File: src/rtl/series_eval_pkg.sv
// Shared types and fixed-point helpers for the series evaluator.
// Truncating Q-format multiply: keeps product bits [W+FRAC-1:FRAC].
package series_eval_pkg;

   typedef enum logic [2:0] {
      ST_IDLE   = 3'd0,
      ST_SQUARE = 3'd1,
      ST_MUL_X  = 3'd2,
      ST_MUL_C  = 3'd3,
      ST_ACC    = 3'd4,
      ST_DONE   = 3'd5
   } state_t;

   localparam int unsigned MUL_W = 32;

   function automatic logic [MUL_W-1:0] fx_one(input int frac);
      return MUL_W'(1) << frac;
   endfunction

   // Caller truncates the returned value to W bits, discarding the upper product bits.
   function automatic logic [MUL_W-1:0] fx_mul(input logic [MUL_W-1:0] a,
                                               input logic [MUL_W-1:0] b,
                                               input int frac);
      logic [2*MUL_W-1:0] prod;
      logic [2*MUL_W-1:0] shifted;
      prod    = {{MUL_W{1'b0}}, a} * {{MUL_W{1'b0}}, b};
      shifted = prod >> frac;
      return shifted[MUL_W-1:0];
   endfunction

endpackage

File: src/rtl/series_eval_engine_coef.sv
// Coefficient table for series_eval_engine: writes gated off while busy,
// asynchronous read, every entry resets to ONE.
module series_coef_ram
   import series_eval_pkg::*;
#(
   parameter int W     = 10,
   parameter int FRAC  = 8,
   parameter int NCOEF = 4,
   parameter int AW    = $clog2(NCOEF)
) (
   input  logic          clk,
   input  logic          rst,
   input  logic          busy,
   input  logic          wr_en,
   input  logic [AW-1:0] wr_addr,
   input  logic [W-1:0]  wr_data,
   input  logic [AW-1:0] rd_addr,
   output logic [W-1:0]  rd_data
);

   localparam logic [W-1:0] ONE = W'(fx_one(FRAC));

   logic [W-1:0] mem_r [NCOEF];

   // Table storage: reset to unity, write only when no run is in progress.
   always_ff @(posedge clk or posedge rst) begin
      if (rst) begin
         for (int i = 0; i < NCOEF; i++) begin
            mem_r[i] <= ONE;
         end
      end else if (wr_en && !busy) begin
         mem_r[wr_addr] <= wr_data;
      end
   end

   assign rd_data = mem_r[rd_addr];

endmodule

File: src/rtl/series_eval_engine.sv
// Self-sequencing power-series evaluator: result = 1 - c0*x^2 + c0*c1*x^4 - ...
// Optional build macro SERIES_SATURATE_EN: clamp the accumulator and report overflow.
module series_eval_engine
   import series_eval_pkg::*;
#(
   parameter int W         = 10,
   parameter int FRAC      = 8,
   parameter int NCOEF     = 4,
   parameter int MAX_TERMS = 16
) (
   input  logic                           clk,
   input  logic                           rst,
   input  logic                           start,
   input  logic [W-1:0]                   x,
   input  logic [W-1:0]                   threshold,
   input  logic                           coef_wr_en,
   input  logic [$clog2(NCOEF)-1:0]       coef_wr_addr,
   input  logic [W-1:0]                   coef_wr_data,
   output logic                           busy,
   output logic                           done,
   output logic [W-1:0]                   result,
   output logic [$clog2(MAX_TERMS+1)-1:0] term_count,
   output logic                           overflow
);

   localparam int AW = $clog2(NCOEF);
   localparam int CW = $clog2(MAX_TERMS+1);
   localparam logic [W-1:0] ONE = W'(fx_one(FRAC));

   state_t         state_r;
   logic [W-1:0]   x_r;
   logic [W-1:0]   thr_r;
   logic [W-1:0]   x2_r;
   logic [W-1:0]   term_r;
   logic [W-1:0]   result_r;
   logic [AW-1:0]  k_r;
   logic           sign_sub_r;
   logic [CW-1:0]  term_count_r;
   logic           busy_r;
   logic           done_r;
   logic           overflow_r;

   logic [W-1:0]   coef_s;
   logic [W-1:0]   mul_a_s;
   logic [W-1:0]   mul_b_s;
   logic [W-1:0]   mul_s;
   logic [W-1:0]   acc_val_s;
   logic           acc_clamp_s;
   logic           stop_s;

   series_coef_ram #(
      .W     (W),
      .FRAC  (FRAC),
      .NCOEF (NCOEF),
      .AW    (AW)
   ) u_coef (
      .clk     (clk),
      .rst     (rst),
      .busy    (busy_r),
      .wr_en   (coef_wr_en),
      .wr_addr (coef_wr_addr),
      .wr_data (coef_wr_data),
      .rd_addr (k_r),
      .rd_data (coef_s)
   );

   // One shared multiplier; operands chosen by the current state.
   always_comb begin
      mul_a_s = x_r;
      mul_b_s = x_r;
      case (state_r)
         ST_MUL_X: begin
            mul_a_s = term_r;
            mul_b_s = x2_r;
         end
         ST_MUL_C: begin
            mul_a_s = term_r;
            mul_b_s = coef_s;
         end
         default: begin
            mul_a_s = x_r;
            mul_b_s = x_r;
         end
      endcase
   end

   assign mul_s  = W'(fx_mul(MUL_W'(mul_a_s), MUL_W'(mul_b_s), FRAC));
   assign stop_s = (term_r < thr_r) || (term_count_r == CW'(MAX_TERMS));

`ifdef SERIES_SATURATE_EN
   logic [W:0] acc_sum_s;

   // Accumulate in W+1 bits; bit W flags carry (add) or borrow (subtract).
   always_comb begin
      acc_sum_s = '0;
      if (sign_sub_r) begin
         acc_sum_s = {1'b0, result_r} - {1'b0, term_r};
      end else begin
         acc_sum_s = {1'b0, result_r} + {1'b0, term_r};
      end
      if (acc_sum_s[W]) begin
         acc_val_s   = sign_sub_r ? {W{1'b0}} : {W{1'b1}};
         acc_clamp_s = 1'b1;
      end else begin
         acc_val_s   = acc_sum_s[W-1:0];
         acc_clamp_s = 1'b0;
      end
   end
`else
   // Modulo-2^W accumulation; clamping never happens in this build.
   always_comb begin
      acc_val_s   = '0;
      acc_clamp_s = 1'b0;
      if (sign_sub_r) begin
         acc_val_s = result_r - term_r;
      end else begin
         acc_val_s = result_r + term_r;
      end
   end
`endif

   // Controller FSM with the datapath registers it sequences.
   always_ff @(posedge clk or posedge rst) begin
      if (rst) begin
         state_r      <= ST_IDLE;
         x_r          <= '0;
         thr_r        <= '0;
         x2_r         <= '0;
         term_r       <= '0;
         result_r     <= '0;
         k_r          <= '0;
         sign_sub_r   <= 1'b0;
         term_count_r <= '0;
         busy_r       <= 1'b0;
         done_r       <= 1'b0;
         overflow_r   <= 1'b0;
      end else begin
         done_r <= 1'b0;
         case (state_r)
            ST_IDLE: begin
               if (start) begin
                  x_r          <= x;
                  thr_r        <= threshold;
                  term_r       <= ONE;
                  result_r     <= ONE;
                  k_r          <= '0;
                  sign_sub_r   <= 1'b1;
                  term_count_r <= '0;
                  overflow_r   <= 1'b0;
                  busy_r       <= 1'b1;
                  state_r      <= ST_SQUARE;
               end
            end
            ST_SQUARE: begin
               x2_r    <= mul_s;
               state_r <= ST_MUL_X;
            end
            ST_MUL_X: begin
               term_r  <= mul_s;
               state_r <= ST_MUL_C;
            end
            ST_MUL_C: begin
               term_r  <= mul_s;
               state_r <= ST_ACC;
            end
            ST_ACC: begin
               if (stop_s) begin
                  done_r  <= 1'b1;
                  state_r <= ST_DONE;
               end else begin
                  result_r     <= acc_val_s;
                  overflow_r   <= overflow_r | acc_clamp_s;
                  term_count_r <= term_count_r + CW'(1);
                  k_r          <= k_r + AW'(1);
                  sign_sub_r   <= ~sign_sub_r;
                  state_r      <= ST_MUL_X;
               end
            end
            ST_DONE: begin
               busy_r  <= 1'b0;
               state_r <= ST_IDLE;
            end
            default: begin
               busy_r  <= 1'b0;
               state_r <= ST_IDLE;
            end
         endcase
      end
   end

   assign busy       = busy_r;
   assign done       = done_r;
   assign result     = result_r;
   assign term_count = term_count_r;
   assign overflow   = overflow_r;

endmodule

File: config.mk
export PLATFORM = sky130hd
export DESIGN_NAME = series_eval_engine
export DESIGN_NICKNAME = d
export VERILOG_FILES = /design/src/rtl/series_eval_pkg.sv /design/src/rtl/series_eval_engine_coef.sv /design/src/rtl/series_eval_engine.sv
export SDC_FILE = /design/constraint.sdc
export NUM_CORES = 1
export LEC_CHECK = 0
export BUFFER_PORTS_ARGS = -buffer_cell sky130_fd_sc_hd__buf_4
export CAP_MARGIN = 30
export CORE_ASPECT_RATIO = 2
export CORE_UTILIZATION = 55
export CTS_CLUSTER_SIZE = 24
export DETAILED_ROUTE_END_ITERATION = 10
export GPL_ROUTABILITY_DRIVEN = 0
export PLACE_DENSITY = 0.76
export SETUP_SLACK_MARGIN = 0.2
export SLEW_MARGIN = 20
export SYNTH_ARGS = -nofsm -noshare
export SYNTH_HDL_FRONTEND = slang
export SYNTH_SLANG_ARGS = --single-unit
File: constraint.sdc
create_clock -name clk -period 9.7 [get_ports clk]
set_input_delay 1.94 -clock clk [delete_from_list [all_inputs] [get_ports clk]]
set_output_delay 1.94 -clock clk [all_outputs]
set_load 0.01 [all_outputs]
### After elaboration in Yosys (flattened, before gate mapping)

Cells that the tools add are included.

* register bits: 103
* output and inout port bits: 18
* word-level logic and storage cells: 76

* add/sub/neg operators: 4
* multiply operators: 1
* $lt $le $gt $ge: 4
* equal/unequal tests: 7
* multiplexer cells: 28
* bitwise gates (word level): 4
* reduce and logical (&&, ||, !) cells: 13

Operators by type and width (number)
* $mux 10: 7
* $pmux 10 s2: 3
* $bwmux 40: 1
* $bmux 10 s2: 1
* $demux 10 s2: 1
* $mul 10x10->18: 1
* $pmux 3 s5: 1
* $add 10x10->10: 1
* $lt 10x10->1: 1
* $mux 5: 2
* $pmux 5 s2: 1
* $sub 10x10->10: 1
* $eq 3x2->1 const B: 2
* $ge 3x3->1 const B: 2
* $mux 3: 2
* $not 2->3: 2
* $reduce_and 2->1: 3
* $add 5x1->5 const B: 1
* $eq 5x5->1 const B: 1
* $mux 1: 4
* $mux 2: 2
* $ne 2x2->1 const B: 2
* $pmux 1 s2: 2
* $pmux 2 s2: 1
* 13 further kinds: 16

### Longest topological paths before layout

Gate-level depths: netlist of the first run.

* depth after elaboration: 7
* gate-level depth with buffers: 26
* depth with buffers taken out: 23

### Hierarchy

From an unflattened synthesis of the first run, not the netlist that was laid out.

* cell total of the unflattened synthesis: 867
* area, all modules: 8470.6 sq um

By module, submodules not included
* series_eval_engine: times used 1, cells an instance 766, area each 6613.8 sq um
* series_coef_ram: times used 1, cells an instance 101, area each 1856.8 sq um

### Worst setup path after synthesis of the first run

Ideal clock, no wire load.

* path type: register to register
* from: register k_r[0]
* to: register term_r[9]
* library setup time: 0.136 ns
* data arrival time: 6.579 ns
* required time: 9.564 ns
* slack: 2.985 ns
* cell stages (with the launch flop): 26
* path buffers: 3
* clock period less this slack: 6.715 ns
* path through: dfrtp_1 > buf_2 > buf_2 > mux4_2 > mux2i_1 > o21a_1 > clkbuf_1 > nor2_1 > fa_1 > fa_1 > inv_1 > fa_1 > inv_1 > fa_1 > inv_1 > fa_1 > inv_1 > ha_1 > and4_1 > a221o_1 > a221o_1 > a41oi_2 > a21oi_2 > o41a_1 > xnor2_1 > o21ai_0

* word-level cells in the longest chain between the ends: 7

RTL lines
* from (decl): RTL line series_eval_engine.sv:36 `logic [AW-1:0] k_r;`
* from (signal assigned): RTL line series_eval_engine.sv:174 `k_r <= k_r + AW'(1);`
* $not 2->3 (not written as such): RTL line series_eval_engine_coef.sv:36 `assign rd_data = mem_r[rd_addr];`
* $bmux 10 s2: RTL line series_eval_engine_coef.sv:36
* $mux 10 (not written as such) (2 in series): RTL line series_eval_engine_coef.sv:36
* $pmux 10 s2: RTL line series_eval_engine.sv:71 `case (state_r)`
* $mul 10x10->18: RTL line series_eval_pkg.sv:26 `prod = {{MUL_W{1'b0}}, a} * {{MUL_W{1'b0}}, b};`
* $pmux 10 s2: RTL line series_eval_engine.sv:139 `case (state_r)`
* to (signal assigned): RTL line series_eval_engine.sv:159 `term_r <= mul_s;`
* to (signal assigned): RTL line series_eval_engine.sv:163 `term_r <= mul_s;`
* to (decl): RTL line series_eval_engine.sv:34 `logic [W-1:0] term_r;`

No other way between the ends. The select of a mux whose other input is x is not followed.
A chain may end at the register's enable or synchronous reset.

### Final worst setup path of the first run

* from: register k_r[0]
* to: register x2_r[9]

* word-level cells in the longest chain between the ends: 6

RTL lines
* $not 2->3 (not written as such): RTL line series_eval_engine_coef.sv:36
* $bmux 10 s2: RTL line series_eval_engine_coef.sv:36
* $mux 10 (not written as such) (2 in series): RTL line series_eval_engine_coef.sv:36
* $pmux 10 s2: RTL line series_eval_engine.sv:71
* $mul 10x10->18: RTL line series_eval_pkg.sv:26
* to (signal assigned): RTL line series_eval_engine.sv:155 `x2_r <= mul_s;`
* to (decl): RTL line series_eval_engine.sv:33 `logic [W-1:0] x2_r;`

No other way between the ends. The select of a mux whose other input is x is not followed.

==> summary.md, run 1 <==
| Metric | Value |
|---|---|
| Slowest stage cell, crit path | `dfrtp_1` |
| Slew at the pin closest to its max-slew limit | `880 ps` |
| Floorplan Core Area | `14,400 um^2` |
| Path type of the worst min-delay path | `reg -> reg` |
| WP data arrival | `7500 ps` |
| Via count of the first global-routing pass | `6,418` |
| Largest net degree at the start of global routing | `80` |
| Synth-to-layout area growth | `10.7%` |
| Element type at the critical path end | `flip-flop` |
| Critical Path, Cell by Cell | `mux4_2 > mux2i_1 > o21a_1 > nor2_1 > fa_1 > fa_1 > inv_1 > fa_1 > inv_1 > fa_1 > inv_1 > fa_1 > inv_1 > ha_1 > and4_1 > a221o_1 > a221o_1 > a41oi_2 > a21oi_2 > o41a_1 > xnor2_1 > o21ai_0` |
| Setup repair after global routing missed its margin | `false` |
| Reported max-cap violation count | `0` |
| Detailed-placement wirelength estimate | `15.0 mm` |
| First-pass iteration count of the detailed router | `5` |
| Final-layout setup total negative slack | `0 ps` |
| Die H | `174 um` |
| Run status | `finished, final reports clean` |
| Global Route Usage Sum | `27.7%` |
| Classification of the worst setup path | `reg -> reg` |
| CTS tree | `yes` |
| Routed vias/inst | `5.66` |
| Synthesized flop and latch total | `103` |
| Count of vias placed by the detailed router | `6,055` |
| Die Span X | `88.1 um` |
| Peak Freq | `137 MHz` |
| Number of synthesis warnings | `0` |
| Fraction of the yosys area taken by sequential cells | `31.7%` |
| Worst slew margin relative to its limit | `41.3%` |
| Minimum clock period | `7290 ps` |
| Cell at the root of the clock tree | `clkbuf_16` |
| Top Family by Delay on Critical Path | `adder cells` |
| Count of buffers added by post-CTS timing repair for setup | `0` |
| Final setup fails | `0` |
| Clock latency at the later pin of the worst-skew pair | `360 ps` |
| Initial antenna violation count | `0` |
| Final Hold Vio Count | `0` |
| CTS Sinks | `103` |
| Register-to-register path setup slack | `2410 ps` |
| Count of port buffers added during placement | `52` |
| Number of placed I/O pins | `54` |
| Total of cells resized after clock tree synthesis | `0` |
| CTS max path bufs | `2` |
| Final layout net count | `1,035` |
| Cell count after synthesis | `834` |
| Total clock buffers created by CTS | `9` |
| Asr flop ratio synth | `100%` |
| Syn avg cell area | `9.78 um^2` |
| # DRC | `0` |
| Total area of multi-input combinational cells | `5140 um^2` |
| Biggest cell delay along the critical path | `880 ps` |
| Cell area after synthesis | `8150 um^2` |
| Number of fill cells | `1,245` |
| Die outline area | `15,300 um^2` |
| Starting utilization of the core area | `56.5%` |
| Final number of max-transition violations | `0` |
| Wirelength per Cell | `17.9 um` |
| Crit path buf inv count | `4` |
| Clock edge transition at the registers on the reported setup and hold paths | `70 ps` |
| Required time at the endpoint of the critical path | `9910 ps` |
| Fraction of the cycle the final worst path needs | `75.1%` |
| Fraction of layout cells with a size suffix above 1 | `16.9%` |
| Startpoint type of the worst setup path | `flip-flop` |
| Iteration-0 DRC count of the detailed router | `393` |
| H-Tree Depth | `3` |
| Worst setup slack after placement | `2470 ps` |
| Library cell appearing most often on the critical path | `fa_1` |
| Net count of the mapped netlist | `996` |
| Largest fanout on the critical path | `16` |
| Number of cell rows | `62` |
| Minimum setup slack in the final design | `2410 ps` |
| Count of flip-flops with a built-in enable after synthesis | `0` |
| Total inserted antenna cells | `0` |
| Post-CTS Hold Buffers | `0` |
| Commonest register cell after synthesis | `dfrtp_1` |
| GRT overflow | `0` |
| Sum of routed wire length over all layers | `19.2 mm` |
| Wire length of the first global-routing pass | `31.7 mm` |
| Count of distinct cell types in the synthesized netlist | `64` |
| Flip-flop and latch area | `2580 um^2` |
| Final ANT Viol Nets | `0` |
| Worst clock skew | `13.2 ps` |
[cell usage after synthesis (all sizes together), types with 9 or more instances]
master  count  area, um^2
a21o        9        67.6
a21oi      17        88.8
and2       11        68.8
buf        11        56.3
clkbuf     23        87.6
dfrtp      99        2480
fa         61        1220
ha         65         813
inv        80         300
mux2       42         473
mux2i      17         183
nand2     107         402
nand2b     16         100
nand3      25         125
nor2       78         293
nor2b      13        81.3
o21a        9        67.6
o21ai      50         254
xnor2      19         166
xor2       12         105
[path summary, 6_finish.rpt]
check	from	to	cells after the start
max in group asynchronous	rst	u_coef.mem_r[28]$_DFFE_PP1P_	4
hold / removal	thr_r[0]$_DFFE_PP0P_	thr_r[0]$_DFFE_PP0P_	2
hold reg to reg	thr_r[0]$_DFFE_PP0P_	thr_r[0]$_DFFE_PP0P_	2
min in group asynchronous	rst	result[3]$_DFFE_PP0P_	2
setup / recovery	k_r[0]$_DFFE_PP0P_	x2_r[9]$_DFFE_PP0P_	22
setup reg to reg	k_r[0]$_DFFE_PP0P_	x2_r[9]$_DFFE_PP0P_	22
[registers in the layout, indices dropped and copies added, names as in the netlist]
signal and count:
busy 1, done 1, k_r 2, result 10, sign_sub_r 1, state_r 3, term_count 5, term_r 10
thr_r 10, u_coef.mem_r 40, x2_r 10, x_r 10
[worst min-delay path, stage by stage, from the launching register on]
cell	delay, ps
dfrtp_1	340
nand2_1	50
nand2_1	50
[metrics by stage]
stage	hold WS [ps]	utilization [%]	area (um^2)	instances
3_5_place_dp	464	60.4	8710	1052
4_1_cts	481	62.3	8990	1068
5_1_grt	509	62.6	9030	1070
2_1_floorplan	446	-	8150	834
6_report	477	62.6	9030	1070
3_3_place_gp	461	60.4	8710	1052
[cell families after synthesis]
kind of cell    after synthesis  synth area share (%)
other cells                   1                0.0460
compound gates              114                  8.95
flops                       103                  31.7
mux                          66                  9.97
simple gates                279                  15.6
fa+ha+maj                   126                  25.0
buf+inv                     114                  5.45
xor+xnor                     31                  3.33
[cell usage in the layout (no fill, tap or decap), types with 3 or more instances in the layout]
cell       Yosys  layout
and2_1        10      10
nor2_1        78      78
xor2_1        12      12
ha_1          65      65
a21oi_1       16      16
inv_1         80      79
nand3_1       25      25
buf_4          2      61
nand2b_1      16      16
o21ai_0       45      45
nor3b_1        3       3
or3_1          5       5
nor2b_1       13      13
clkbuf_16      0       9
o21ai_1        4       4
mux2i_1       16      16
nor3_1         4       4
xnor2_1       19      19
fa_1          61      61
o21a_1         9       9
dfrtp_1       99      99
mux2_2        42      42
or2_2          7       7
mux4_2         7       7
a21o_1         9       9
nand2_1      107     107
dfstp_2        4       4
[final cells by class]
type	instances	share of cell area, %
Timing Repair Buffer	62	5.38
Clock buffer	9	2.49
Sequential cell	103	28.6
Inverter	80	3.35
Multi-Input combinational cell	617	56.9
Clock inverter	7	0.637
Tap cell	192	2.66
[layer usage]
metal,track usage (%),vias up,routed length (um)
li1,-,2840,-
met2,48.6,160,10600
met5,0,-,0
met1,30.7,2997,6980
met4,17.7,0,1100
met3,3.37,58,540
Power of run 1 is not shown: default switching activity piles up to over one toggle a cycle in this logic, so the estimate is an artifact.
==> inputs of run 2 (changes only) <==
==> constraint.sdc (replaced) <==
create_clock -name clk -period 7.65 [get_ports clk]
set_input_delay 1.53 -clock clk [delete_from_list [all_inputs] [get_ports clk]]
set_output_delay 1.53 -clock clk [all_outputs]
set_load 0.01 [all_outputs]
==> run 2 against run 1 <==
Cell count is 0.65% higher; flip-flop and latch count stayed put; register-to-register slack worse by 1700 ps; final area is 0.58% higher; largest cell class unchanged; via count is 1.4% higher; sequential share of layout area is 0.17 points lower; die area stayed put; clock skew is 0.73 ps lower; routed wire length is 2.2% higher; highest routed layer unchanged.
==> summary.md, run 2 (synthesis gave the netlist of run 1 again) <==
| Metric | Value |
|---|---|
| Die outline area | `15,300 um^2 (unchanged)` |
| Final number of max-transition violations | `0 (unchanged)` |
| Post-CTS Hold Buffers | `0 (unchanged)` |
| Worst clock skew | `12.5 ps (-0.728 ps)` |
| Total of cells resized after clock tree synthesis | `0 (unchanged)` |
| Largest fanout on the critical path | `10 (-6)` |
| Met2 WL post-DR | `10.5 mm (-1.1%)` |
| Minimum clock period | `6950 ps (-335 ps)` |
| Required time at the endpoint of the critical path | `7870 ps (-2040 ps)` |
| CTS max path bufs | `2 (unchanged)` |
| Highest metal layer with signal wires | `met4` |
| Fraction of layout cells with a size suffix above 1 | `17.5% (+0.66 points)` |
| H-Tree Depth | `3 (unchanged)` |
| Startpoint type of the worst setup path | `flip-flop` |
| Sum of routed wire length over all layers | `19.6 mm (+2.2%)` |
| Synth-to-layout area growth | `11.4%` |
| Clock edge transition at the registers on the reported setup and hold paths | `70 ps (about the same)` |
| Die Span X | `88.1 um (unchanged)` |
| Element type at the critical path end | `flip-flop` |
| Clock latency at the later pin of the worst-skew pair | `360 ps (about the same)` |
| Final setup fails | `0 (unchanged)` |
| Total inserted antenna cells | `0 (unchanged)` |
| CTS Sinks | `103 (unchanged)` |
| Total clock buffers created by CTS | `9 (unchanged)` |
| CTS tree | `yes` |
| Number of placed I/O pins | `54 (unchanged)` |
| WP data arrival | `7170 ps (-330 ps)` |
| Count of port buffers added during placement | `52 (unchanged)` |
| Most frequent cells in the layout | `nand2_1 (107), dfrtp_1 (99), inv_1 (79)` |
| Final layout net count | `1,042 (+0.68%)` |
| Library cell appearing most often on the critical path | `fa_1` |
| Floorplan Core Area | `14,400 um^2 (unchanged)` |
| # DRC | `0 (unchanged)` |
| Starting utilization of the core area | `56.5% (unchanged)` |
| Routed vias/inst | `5.70 (+0.73%)` |
| Iteration-0 DRC count of the detailed router | `419 (+6.6%)` |
| Detailed-placement wirelength estimate | `15.4 mm (+2.4%)` |
| Count of vias placed by the detailed router | `6,139 (+1.4%)` |
| Register with the highest flop count | `u_coef.mem_r` |
| Minimum setup slack in the final design | `700 ps (-1710 ps)` |
| Biggest cell delay along the critical path | `600 ps (-280 ps)` |
| Initial antenna violation count | `0 (unchanged)` |
| Final-layout setup total negative slack | `0 ps (unchanged)` |
| Wirelength per Cell | `18.2 um (+1.6%)` |
| Max FFs per register | `40 (unchanged)` |
| Classification of the worst setup path | `reg -> reg` |
| Top Family by Delay on Critical Path | `adder cells` |
| Routed wl met3 | `589 um (+9.1%)` |
| Wire length of the first global-routing pass | `31.9 mm (+0.68%)` |
| Global Route Usage Sum | `28.0% (+0.29 points)` |
| Setup repair after global routing missed its margin | `false` |
| M1 wire length | `7.08 mm (+1.5%)` |
| Reported max-cap violation count | `0 (unchanged)` |
| GRT overflow | `0 (unchanged)` |
| First-pass iteration count of the detailed router | `5 (unchanged)` |
| Critical Path, Cell by Cell | `mux4_2 > mux2i_1 > o21a_1 > nor2_1 > fa_1 > fa_1 > inv_1 > fa_1 > inv_1 > fa_1 > inv_1 > fa_1 > inv_1 > ha_1 > and4_1 > a221o_1 > a221o_1 > a41oi_2 > a21oi_2 > o41a_1 > xnor2_1 > o21ai_0` |
| Final Hold Vio Count | `0 (unchanged)` |
| Die H | `174 um (unchanged)` |
| Worst setup slack after placement | `751 ps (-1720 ps)` |
| Fraction of the cycle the final worst path needs | `90.9% (+16 points)` |
| Cell at the root of the clock tree | `clkbuf_16` |
| Number of cell rows | `62 (unchanged)` |
| Crit path buf inv count | `4 (unchanged)` |
| Count of buffers added by post-CTS timing repair for setup | `0 (unchanged)` |
| Slew at the pin closest to its max-slew limit | `879 ps (-0.996 ps)` |
| Via count of the first global-routing pass | `6,345 (-1.1%)` |
| Worst slew margin relative to its limit | `41.2% (-0.076 points)` |
| Peak Freq | `144 MHz (+4.8%)` |
| Run status | `finished, final reports clean` |
| Final ANT Viol Nets | `0 (unchanged)` |
| Slowest stage cell, crit path | `dfrtp_1` |
| Path type of the worst min-delay path | `reg -> reg` |
| Leading cell type in the layout, fill and taps excluded | `nand2_1` |
| Largest net degree at the start of global routing | `79 (-1.3%)` |
==> run 2: cell types whose count changed in the layout (fill, tap and decap cells not counted) <==
cell | previous run | this run
inv_6 | 1 | 3
inv_8 | 1 | 0
buf_16 | 1 | 0
buf_4 | 61 | 68
clkinvlp_4 | 2 | 1
clkinv_2 | 1 | 0
buf_12 | 0 | 1
clkbuf_8 | 0 | 1
==> run 2: path summary, 6_finish.rpt <==
path	from	end	slack, ps	depth (start not counted)
max	k_r[0]$_DFFE_PP0P_	x2_r[9]$_DFFE_PP0P_	700	22
min	x_r[2]$_DFFE_PP0P_	x_r[2]$_DFFE_PP0P_	490	2
max reg2reg	k_r[0]$_DFFE_PP0P_	x2_r[9]$_DFFE_PP0P_	700	22
min reg2reg	x_r[2]$_DFFE_PP0P_	x_r[2]$_DFFE_PP0P_	490	2
max in group asynchronous	rst	u_coef.mem_r[18]$_DFFE_PP1P_	5370	4
min in group asynchronous	rst	thr_r[6]$_DFFE_PP0P_	1140	2
==> run 2: metrics by stage <==
| step | hold slack (ps) | area (um^2) | util [%] | cells |
|---|---|---|---|---|
| detailed placement | 462 | 8760 | 60.7 | 1058 |
| CTS | 487 | 9050 | 62.7 | 1074 |
| global route | 513 | 9080 | 62.9 | 1077 |
| floorplan | 446 | 8150 | - | 834 |
| finish | 486 | 9080 | 62.9 | 1077 |
| global placement | 462 | 8760 | 60.7 | 1058 |
==> run 2: layer usage <==
metal  vias to the layer above  GRT usage (%)
li1                       2849              -
met1                      3026           30.7
met2                       181           47.4
met3                        83           4.46
met4                         0           20.4
met5                         -              0
==> run 2: cell type report <==
| class | instances | area [um^2] |
|---|---|---|
| Inverter | 80 | 303 |
| Timing Repair Buffer | 69 | 531 |
| Clock inverter | 6 | 51.3 |
| Multi-Input combinational cell | 617 | 5140 |
| Fill cell | 1268 | 5350 |
| Sequential cell | 103 | 2580 |
| Clock buffer | 10 | 239 |
| Tap cell | 192 | 240 |
==> run 2: tightest hold or removal path: stages, from the launching register on <==
cell	delay, ps
dfrtp_1	350
nand2_1	50
nand2_1	50
Power of run 2 is left out for the same reason.
==> inputs of run 3 (changes only) <==
--- a/config.mk
+++ b/config.mk
@@ -7,12 +7,14 @@
 export LEC_CHECK = 0
 export BUFFER_PORTS_ARGS = -buffer_cell sky130_fd_sc_hd__buf_4
 export CAP_MARGIN = 30
+export CELL_PAD_IN_SITES_DETAIL_PLACEMENT = 1
+export CELL_PAD_IN_SITES_GLOBAL_PLACEMENT = 2
 export CORE_ASPECT_RATIO = 2
-export CORE_UTILIZATION = 55
+export CORE_UTILIZATION = 40
 export CTS_CLUSTER_SIZE = 24
 export DETAILED_ROUTE_END_ITERATION = 10
 export GPL_ROUTABILITY_DRIVEN = 0
-export PLACE_DENSITY = 0.76
+export PLACE_DENSITY = 0.84
 export SETUP_SLACK_MARGIN = 0.2
 export SLEW_MARGIN = 20
 export SYNTH_ARGS = -nofsm -noshare
==> run 3 against run 2 <==
Sequential share of layout area down 0.29 points; critical endpoint unchanged; critical path type unchanged; cell count up 6.7%; final area up 1.0%.
==> summary.md, run 3 (synthesis gave the netlist of run 1 again) <==
| Metric | Value |
|---|---|
| Routed vias/inst | `5.31 (-6.8%)` |
| Final setup fails | `0 (unchanged)` |
| Number of placed I/O pins | `54 (unchanged)` |
| Final-layout setup total negative slack | `0 ps (unchanged)` |
| Classification of the worst setup path | `reg -> reg` |
| Via count of the first global-routing pass | `6,935 (+9.3%)` |
| Critical Path, Cell by Cell | `mux4_2 > mux2i_1 > o21a_1 > nor2_1 > fa_1 > fa_1 > inv_1 > fa_1 > inv_1 > fa_1 > inv_1 > fa_1 > inv_1 > ha_1 > and4_1 > a221o_1 > a221o_1 > a41oi_2 > a21oi_2 > o41a_1 > xnor2_1 > o21ai_0` |
| Floorplan Core Area | `19,900 um^2 (+38%)` |
| Count of buffers added by post-CTS timing repair for setup | `0 (unchanged)` |
| Largest net degree at the start of global routing | `58 (-27%)` |
| CTS max path bufs | `2 (unchanged)` |
| Run status | `finished, final reports clean` |
| Biggest cell delay along the critical path | `620 ps (+20 ps)` |
| Path type of the worst min-delay path | `reg -> reg` |
| # DRC | `0 (unchanged)` |
| Register with the highest flop count | `u_coef.mem_r` |
| Clock latency at the later pin of the worst-skew pair | `370 ps (about the same)` |
| Worst slew margin relative to its limit | `42.7% (+1.5 points)` |
| Clock edge transition at the registers on the reported setup and hold paths | `80 ps (about the same)` |
| CTS Sinks | `103 (unchanged)` |
| Minimum clock period | `6980 ps (+30.8 ps)` |
| Library cell appearing most often on the critical path | `fa_1` |
| Startpoint type of the worst setup path | `flip-flop` |
| Cell at the root of the clock tree | `clkbuf_16` |
| Worst clock skew | `7.87 ps (-4.58 ps)` |
| Die Span X | `103 um (+17%)` |
| Count of vias placed by the detailed router | `6,106 (-0.54%)` |
| Peak Freq | `143 MHz (-0.44%)` |
| Minimum setup slack in the final design | `669 ps (-30.8 ps)` |
| Starting utilization of the core area | `41.0% (-16 points)` |
| Number of cell rows | `73 (+18%)` |
| Final number of max-transition violations | `0 (unchanged)` |
| Element type at the critical path end | `flip-flop` |
| Final Hold Vio Count | `0 (unchanged)` |
| Total inserted antenna cells | `0 (unchanged)` |
| Count of port buffers added during placement | `52 (unchanged)` |
| Max FFs per register | `40 (unchanged)` |
| Die H | `204 um (+17%)` |
| Wirelength per Cell | `19.5 um (+7.0%)` |
| CTS tree | `yes` |
| Synth-to-layout area growth | `12.6%` |
| Initial antenna violation count | `0 (unchanged)` |
| Final ANT Viol Nets | `0 (unchanged)` |
| WP data arrival | `7200 ps (+30 ps)` |
| GRT overflow | `0 (unchanged)` |
| Fraction of layout cells with a size suffix above 1 | `17.7% (+0.19 points)` |
| Required time at the endpoint of the critical path | `7870 ps (about the same)` |
| H-Tree Depth | `3 (unchanged)` |
| Setup repair after global routing missed its margin | `false` |
| Final layout net count | `1,044 (+0.19%)` |
| Leading cell type in the layout, fill and taps excluded | `nand2_1` |
| Die outline area | `21,000 um^2 (+37%)` |
| Slew at the pin closest to its max-slew limit | `856 ps (-23.8 ps)` |
| Post-CTS Hold Buffers | `0 (unchanged)` |
| Total of cells resized after clock tree synthesis | `0 (unchanged)` |
| Largest fanout on the critical path | `10 (unchanged)` |
| Global Route Usage Sum | `24.0% (-4.0 points)` |
| Most frequent cells in the layout | `nand2_1 (107), dfrtp_1 (99), inv_1 (79)` |
| Iteration-0 DRC count of the detailed router | `214 (-49%)` |
| Detailed-placement wirelength estimate | `18.1 mm (+17%)` |
| Sum of routed wire length over all layers | `22.4 mm (+14%)` |
| Wire length of the first global-routing pass | `36.8 mm (+15%)` |
| Total clock buffers created by CTS | `9 (unchanged)` |
| Final core occ | `46.1% (-17 points)` |
| First-pass iteration count of the detailed router | `4 (-1)` |
| Slowest stage cell, crit path | `dfrtp_1` |
| Worst setup slack after placement | `672 ps (-78.2 ps)` |
| Fraction of the cycle the final worst path needs | `91.3% (+0.40 points)` |
| Reported max-cap violation count | `0 (unchanged)` |
[run 3: through the flow]
stage	hold WS (ps)	instances	area [um^2]
after global placement	471	1130	8860
after floorplan	446	834	8150
after CTS	493	1147	9160
after global routing	531	1149	9180
final	484	1149	9180
after detailed placement	476	1131	8870
[run 3: layout make-up]
class | instances | area, um^2
multi-input cells | 617 | 5140
well taps | 262 | 328
clock inverters | 7 | 62.6
flip-flops and latches | 103 | 2580
repair buffers | 71 | 541
fillers | 2337 | 10700
inverters | 80 | 303
clock buffers | 9 | 225
[run 3: worst paths after layout]
kind,end,depth (start not counted),from,slack (ps)
setup / recovery,x2_r[9]$_DFFE_PP0P_,22,k_r[0]$_DFFE_PP0P_,670
hold / removal,x_r[7]$_DFFE_PP0P_,2,x_r[7]$_DFFE_PP0P_,480
setup reg to reg,x2_r[9]$_DFFE_PP0P_,22,k_r[0]$_DFFE_PP0P_,670
hold reg to reg,x_r[7]$_DFFE_PP0P_,2,x_r[7]$_DFFE_PP0P_,480
max in group asynchronous,x_r[7]$_DFFE_PP0P_,3,rst,5230
min in group asynchronous,result[2]$_DFFE_PP0P_,2,rst,1220
[run 3: worst max-delay path: cells and delay by family (launching register included)]
| family | cells | cell delay [ps] |
|---|---|---|
| fa+ha+maj | 6 | 2890 |
| compound gates | 7 | 1870 |
| mux | 2 | 730 |
| flops | 1 | 620 |
| simple gates | 2 | 360 |
| buf+inv | 4 | 190 |
| xor+xnor | 1 | 180 |
[run 3: routing by layer]
metal,track usage [%],wire (um)
met5,0,0
met4,12.7,1110
met3,2.43,357
met2,45.8,13100
met1,24.7,7900
Power of run 3 is left out for the same reason.
